===== config.mk =====
export PLATFORM = sky130hd
export DESIGN_NAME = weights_loader
export DESIGN_NICKNAME = d
export VERILOG_FILES = /design/src/rtl/weights_pkg.sv /design/src/rtl/flex_counter.sv /design/src/rtl/weights_loader.sv
export SDC_FILE = /design/constraint.sdc
export NUM_CORES = 1
export LEC_CHECK = 0
export CORE_MARGIN = 2
export CORE_UTILIZATION = 45
export CTS_BUF_LIST = sky130_fd_sc_hd__clkbuf_8 sky130_fd_sc_hd__clkbuf_16
export DETAILED_ROUTE_END_ITERATION = 8
export GPL_TIMING_DRIVEN = 0
export MAX_ROUTING_LAYER = met4
export PLACE_DENSITY = 0.85
export SLEW_MARGIN = 10
export SYNTH_ARGS = -nofsm -noshare
export SYNTH_HDL_FRONTEND = slang
export SYNTH_SLANG_ARGS = --single-unit

===== constraint.sdc =====
create_clock -name clk -period 1.9 [get_ports clk]
set_input_delay 0.19 -clock clk [delete_from_list [all_inputs] [get_ports clk]]
set_output_delay 0.19 -clock clk [all_outputs]
set_load 0.005 [all_outputs]

===== src/rtl/weights_pkg.sv =====
// rtl/weights_pkg.sv - shared widths and state encoding for the weights loader
// Contents:
//   WEIGHT_ADDR_W  : width of the weights memory port-A address (13)
//   WEIGHT_DATA_W  : width of one weight word (16)
//   loader_state_t : loader FSM states
package weights_pkg;

  localparam int WEIGHT_ADDR_W = 13;
  localparam int WEIGHT_DATA_W = 16;

  typedef enum logic [2:0] {
    ST_IDLE  = 3'd0,
    ST_LOW   = 3'd1,
    ST_HIGH  = 3'd2,
    ST_WRITE = 3'd3,
    ST_DONE  = 3'd4
  } loader_state_t;

endpackage


===== src/rtl/flex_counter.sv =====
// rtl/flex_counter.sv - up counter with synchronous clear and programmable rollover
// Ports:
//   clk, rst       : clock and synchronous active-high reset
//   clear          : forces count to 0 on the next edge
//   count_enable   : advances count by one (wrapping to 0 after rollover_val)
//   rollover_val   : last value before the count wraps
//   count          : current count
//   at_rollover    : count equals rollover_val
module flex_counter #(
  parameter int WIDTH = 13
) (
  input  logic             clk,
  input  logic             rst,
  input  logic             clear,
  input  logic             count_enable,
  input  logic [WIDTH-1:0] rollover_val,
  output logic [WIDTH-1:0] count,
  output logic             at_rollover
);

  always_ff @(posedge clk) begin
    if (rst || clear) begin
      count <= '0;
    end else if (count_enable) begin
      if (count == rollover_val) begin
        count <= '0;
      end else begin
        count <= count + 1'b1;
      end
    end
  end

  assign at_rollover = (count == rollover_val);

endmodule


===== src/rtl/weights_loader.sv =====
// rtl/weights_loader.sv - assembles byte stream into 16-bit words and writes them to weights memory port A
// Ports:
//   clk, rst      : clock and synchronous active-high reset
//   start         : one-cycle pulse that begins a load (honoured only when idle)
//   abort         : cancels the load in progress
//   byte_in       : weight data byte, low byte first
//   byte_valid    : byte_in is valid
//   byte_ready    : loader accepts byte_in this cycle
//   mem_address   : port-A write address (word counter)
//   mem_data      : port-A write data
//   mem_wren      : port-A write enable
//   mem_select    : routes the loader's address onto memory port A
//   busy          : load in progress
//   done          : one-cycle pulse when a full load completes
module weights_loader
  import weights_pkg::*;
#(
  parameter int NUM_WEIGHTS = 8192
) (
  input  logic                     clk,
  input  logic                     rst,
  input  logic                     start,
  input  logic                     abort,
  input  logic [7:0]               byte_in,
  input  logic                     byte_valid,
  output logic                     byte_ready,
  output logic [WEIGHT_ADDR_W-1:0] mem_address,
  output logic [WEIGHT_DATA_W-1:0] mem_data,
  output logic                     mem_wren,
  output logic                     mem_select,
  output logic                     busy,
  output logic                     done
);

  localparam logic [WEIGHT_ADDR_W-1:0] LAST_ADDR = WEIGHT_ADDR_W'(NUM_WEIGHTS - 1);

  loader_state_t              state;
  loader_state_t              state_next;
  logic [WEIGHT_DATA_W-1:0]   data_reg;
  logic                       cnt_clear;
  logic                       cnt_en;
  logic                       load_low;
  logic                       load_high;
  logic                       last_word;

  // The counter stops at LAST_ADDR: the FSM moves to DONE instead of
  // enabling it there, so the rollover never actually occurs mid-load.
  flex_counter #(
    .WIDTH (WEIGHT_ADDR_W)
  ) u_word_counter (
    .clk          (clk),
    .rst          (rst),
    .clear        (cnt_clear),
    .count_enable (cnt_en),
    .rollover_val (LAST_ADDR),
    .count        (mem_address),
    .at_rollover  (last_word)
  );

  always_ff @(posedge clk) begin
    if (rst) begin
      state    <= ST_IDLE;
      data_reg <= '0;
    end else begin
      state <= state_next;
      if (load_low) begin
        data_reg[7:0] <= byte_in;
      end
      if (load_high) begin
        data_reg[15:8] <= byte_in;
      end
    end
  end

  // Abort is tested before byte_valid so a byte presented alongside abort
  // is dropped. In WRITE the enable is already decoded from state, so an
  // abort there only suppresses the follow-on LOW/DONE step.
  always_comb begin
    state_next = state;
    cnt_clear  = 1'b0;
    cnt_en     = 1'b0;
    load_low   = 1'b0;
    load_high  = 1'b0;
    case (state)
      ST_IDLE: begin
        if (start) begin
          state_next = ST_LOW;
          cnt_clear  = 1'b1;
        end
      end
      ST_LOW: begin
        if (abort) begin
          state_next = ST_IDLE;
        end else if (byte_valid) begin
          load_low   = 1'b1;
          state_next = ST_HIGH;
        end
      end
      ST_HIGH: begin
        if (abort) begin
          state_next = ST_IDLE;
        end else if (byte_valid) begin
          load_high  = 1'b1;
          state_next = ST_WRITE;
        end
      end
      ST_WRITE: begin
        if (abort) begin
          state_next = ST_IDLE;
        end else if (last_word) begin
          state_next = ST_DONE;
        end else begin
          cnt_en     = 1'b1;
          state_next = ST_LOW;
        end
      end
      ST_DONE: begin
        state_next = ST_IDLE;
      end
      default: begin
        state_next = ST_IDLE;
      end
    endcase
  end

  // All control outputs are pure state decodes, keeping byte_valid off
  // any combinational path to the memory port.
  assign byte_ready = (state == ST_LOW) || (state == ST_HIGH);
  assign mem_wren   = (state == ST_WRITE);
  assign busy       = (state == ST_LOW) || (state == ST_HIGH) || (state == ST_WRITE);
  assign mem_select = busy;
  assign done       = (state == ST_DONE);
  assign mem_data   = data_reg;

endmodule


==> results.md <==
- Number of distinct standard cells referenced by the synthesized netlist: 40
- Number of I/O port buffers: 46
- Top area cells in the synthesized netlist: sky130_fd_sc_hd__dfxtp_1 (45%), sky130_fd_sc_hd__mux2i_1 (11%), sky130_fd_sc_hd__nor2_1 (6.9%)
- Post-CTS Setup Repair Bufs: 0
- Total Power Consumption: 1.383 mW
- Synth Instances: 157
- Global-route wire length before repair: 5.823 mm
- Post-synthesis area per instance: 9.013 sq um
- Num Clock Sinks: 32
- Slew @ Worst Pin: 0.5136 ns
- Post-route insts no fill: 255
- Floorplan Core Area: 3028 sq um
- Hold Fails Final Rpt: 0
- Area growth from synthesis to final layout: 44.47%
- Clock Skew: 0.004566 ns
- Clock network latency to the later pin of the worst-skew pair: 0.29 ns
- Iteration-0 DRC count of the detailed router: 73
- Drc violations: 0
- Fill cells: 272
- X dimension of the die: 60.08 um
- Core Rows: 20
- Worst IR drop on VDD: 0.5776 mV
- RSZ-0062 raised after global routing: true
- Static leakage: 0.8365 nW
- Proportion of synthesized chip area in sequential cells: 0.4527
- Vias in the first global route: 1414
- Minimum period implied by the final worst setup slack: 1.808 ns
- Clock Tree Buf Depth: 2
- Startpoint kind of the worst setup timing path: flop
- Routed via count: 1408
- Placed insts: 247
- Placer congestion estimate: 0.8961
- Net Count, Synth: 171
- Flops & latches, synth: 32
- Antenna violations before repair: 0
- Maximum fanout count along the critical path: 6
- Highest Clock Rate: 0.5532 GHz
- Type of the most critical hold path: in2reg
- Total count of max-transition violations in the final report: 0
- Starting utilization of the core area: 0.4674
- Headroom to the max-slew limit: 0.6563
- Average wire length per cell after detail routing: 14.17 um
- Synth Warn #: 0
- Ant diodes: 0
- Clock tree from TritonCTS: built
- Pwr/cell area: 676.6 nW/um^2
- Tcrit/Tclk final: 0.9514
- Post-synthesis instance area: 1415 sq um
- CP Data Arrival Time: 2.03 ns
- Overall die height: 60.08 um
- Run status: finished, final reports clean
- Proportion of synthesized flip-flops having asynchronous set or reset: 0
- Drt via density: 5.522
- TritonRoute pass-1 iters: 4
- Number of synthesized flops with an enable pin: 0
- Detail Placement HPWL: 2.691 mm
- Maximum level of the CTS H-tree: 2
- Final setup fails: 0
- Commonest register cell after synthesis: sky130_fd_sc_hd__dfxtp_1
- Total global routing track utilization: 0.2237
- CP Data Required Time: 2.12 ns
- Largest net degree at the start of global routing: 11
- Capturing element type of the critical path: flop
- Total detailed-routing wirelength: 3.613 mm
- Library cell with the largest summed area after synthesis: sky130_fd_sc_hd__dfxtp_1
- Count of nets after finishing: 224
- Congestion Overflow GR: 0
- Clock Pin Slew Worst Setup and Hold Paths: 0.07 ns
- TritonCTS Buffers: 5
- Number of maximum-capacitance violations: 0
- Fraction of synthesized cell area taken by the top area cell type: 0.4527
- Layout cell share with drive strength beyond 1: 0.08057
- Boundary pin count: 47
- ANT nets after route: 0
- Die Outline Area: 3609 sq um
- Crit path kind: reg2reg
- Root buffer cell: sky130_fd_sc_hd__clkbuf_8
-- layout make-up --
| cell class | count | area [sq um] | share of cell area |
|---|---|---|---|
| multi-input cells | 117 | 754.5 | 0.3690 |
| flip-flops and latches | 32 | 644.4 | 0.3152 |
| repair buffers | 46 | 462.9 | 0.2264 |
| clock buffers | 6 | 82.58 | 0.04039 |
| well taps | 44 | 55.05 | 0.02693 |
| plain buffers | 5 | 23.77 | 0.01163 |
| inverters | 3 | 11.26 | 0.005508 |
| clock inverters | 2 | 10.01 | 0.004896 |
-- per-stage QoR --
| step | util | setup TNS [ns] | hold slack, ns | instance area (sq um) | setup slack [ns] |
|---|---|---|---|---|---|
| after global placement | 0.6376 | -0.4913 | 0.4742 | 1931 | -0.2346 |
| after global routing | 0.6752 | -0.0005247 | 0.3765 | 2044 | -0.0005247 |
| final | 0.6752 | 0 | 0.3292 | 2044 | 0.09226 |
| after detailed placement | 0.6376 | -1.069 | 0.4901 | 1931 | -0.2679 |
| after floorplan | - | 0 | 0.3307 | 1415 | 0.2017 |
| after CTS | 0.6702 | 0 | 0.5114 | 2029 | 0.02395 |
-- what timing repair did --
| item | CTS | global route |
|---|---|---|
| pin swaps | 0 | 1 |
| setup endpoints to repair | 5 | 4 |
| hold buffers | 0 | 0 |
| gates resized for setup | 1 | 5 |
-- worst max-delay path, cell delays in order, from the launching register on --
cell and delay [ns]:
sky130_fd_sc_hd__dfxtp_1 0.42, sky130_fd_sc_hd__nand4_1 0.23, sky130_fd_sc_hd__or3_4 0.46, sky130_fd_sc_hd__or4_1 0.48
sky130_fd_sc_hd__a21oi_1 0.15
-- cells by family after synthesis --
group,count (synthesis),share of synthesized area
fa+ha+maj,1,0.008840
buf+inv,8,0.02475
mux,16,0.1132
compound gates,28,0.1371
simple gates,72,0.2635
flops,32,0.4527
-- synthesized netlist by cell type, types with 2 or more instances --
library cell	number
sky130_fd_sc_hd__o311ai_0	3
sky130_fd_sc_hd__nand4_1	3
sky130_fd_sc_hd__o41ai_1	2
sky130_fd_sc_hd__nor2_1	26
sky130_fd_sc_hd__a21oi_1	6
sky130_fd_sc_hd__nand3_1	6
sky130_fd_sc_hd__clkbuf_1	3
sky130_fd_sc_hd__dfxtp_1	32
sky130_fd_sc_hd__and2b_1	2
sky130_fd_sc_hd__nor3_1	8
sky130_fd_sc_hd__nand2_1	8
sky130_fd_sc_hd__o21ai_0	5
sky130_fd_sc_hd__mux2i_1	16
sky130_fd_sc_hd__inv_1	3
sky130_fd_sc_hd__and3b_1	2
sky130_fd_sc_hd__o31ai_1	3
sky130_fd_sc_hd__nor4_1	2
sky130_fd_sc_hd__or3_1	5
-- final timing paths --
| path | start | end | slack (ns) | cells past startpoint |
|---|---|---|---|---|
| max reg2reg | u_word_counter.count[6] | u_word_counter.count[11] | 0.09 | 4 |
| min | abort | state[1] | 0.33 | 3 |
| max | u_word_counter.count[6] | u_word_counter.count[11] | 0.09 | 4 |
| min reg2reg | mem_data[6] | mem_data[6] | 0.51 | 2 |
-- sequential cells by signal (all words and copies together), names as in the netlist --
signal                count
u_word_counter.count     13
state                     3
mem_data                 16
-- per-layer routing --
| metal | routed length (um) | part of all wire | track usage | vias up |
|---|---|---|---|---|
| met5 | 0 | 0 | - | - |
| met4 | 78 | 0.022 | 0.1397 | 0 |
| met3 | 257 | 0.071 | 0.06710 | 9 |
| met2 | 1728 | 0.48 | 0.3618 | 56 |
| met1 | 1549 | 0.43 | 0.2367 | 659 |
| li1 | - | - | - | 684 |
-- report_power, final --
part | internal [mW] | total [mW] | switching [mW]
Clock | 0.289 | 0.552 | 0.263
Combinational | 0.0808 | 0.139 | 0.0582
Sequential | 0.681 | 0.693 | 0.0112
Total | 1.05 | 1.38 | 0.332
-- cell usage in the layout (no fill, tap or decap), types with 5 or more instances in the layout --
cell type / synthesis / routed
sky130_fd_sc_hd__nand3_1: 6 / 6
sky130_fd_sc_hd__clkdlybuf4s50_1: 0 / 45
sky130_fd_sc_hd__dfxtp_1: 32 / 29
sky130_fd_sc_hd__or3_1: 5 / 5
sky130_fd_sc_hd__a21oi_1: 6 / 6
sky130_fd_sc_hd__nand2_1: 8 / 8
sky130_fd_sc_hd__nor3_1: 8 / 8
sky130_fd_sc_hd__o21ai_0: 5 / 5
sky130_fd_sc_hd__nor2_1: 26 / 26
sky130_fd_sc_hd__mux2i_1: 16 / 16
sky130_fd_sc_hd__clkbuf_8: 0 / 6
(Power assumes the default switching activity.)
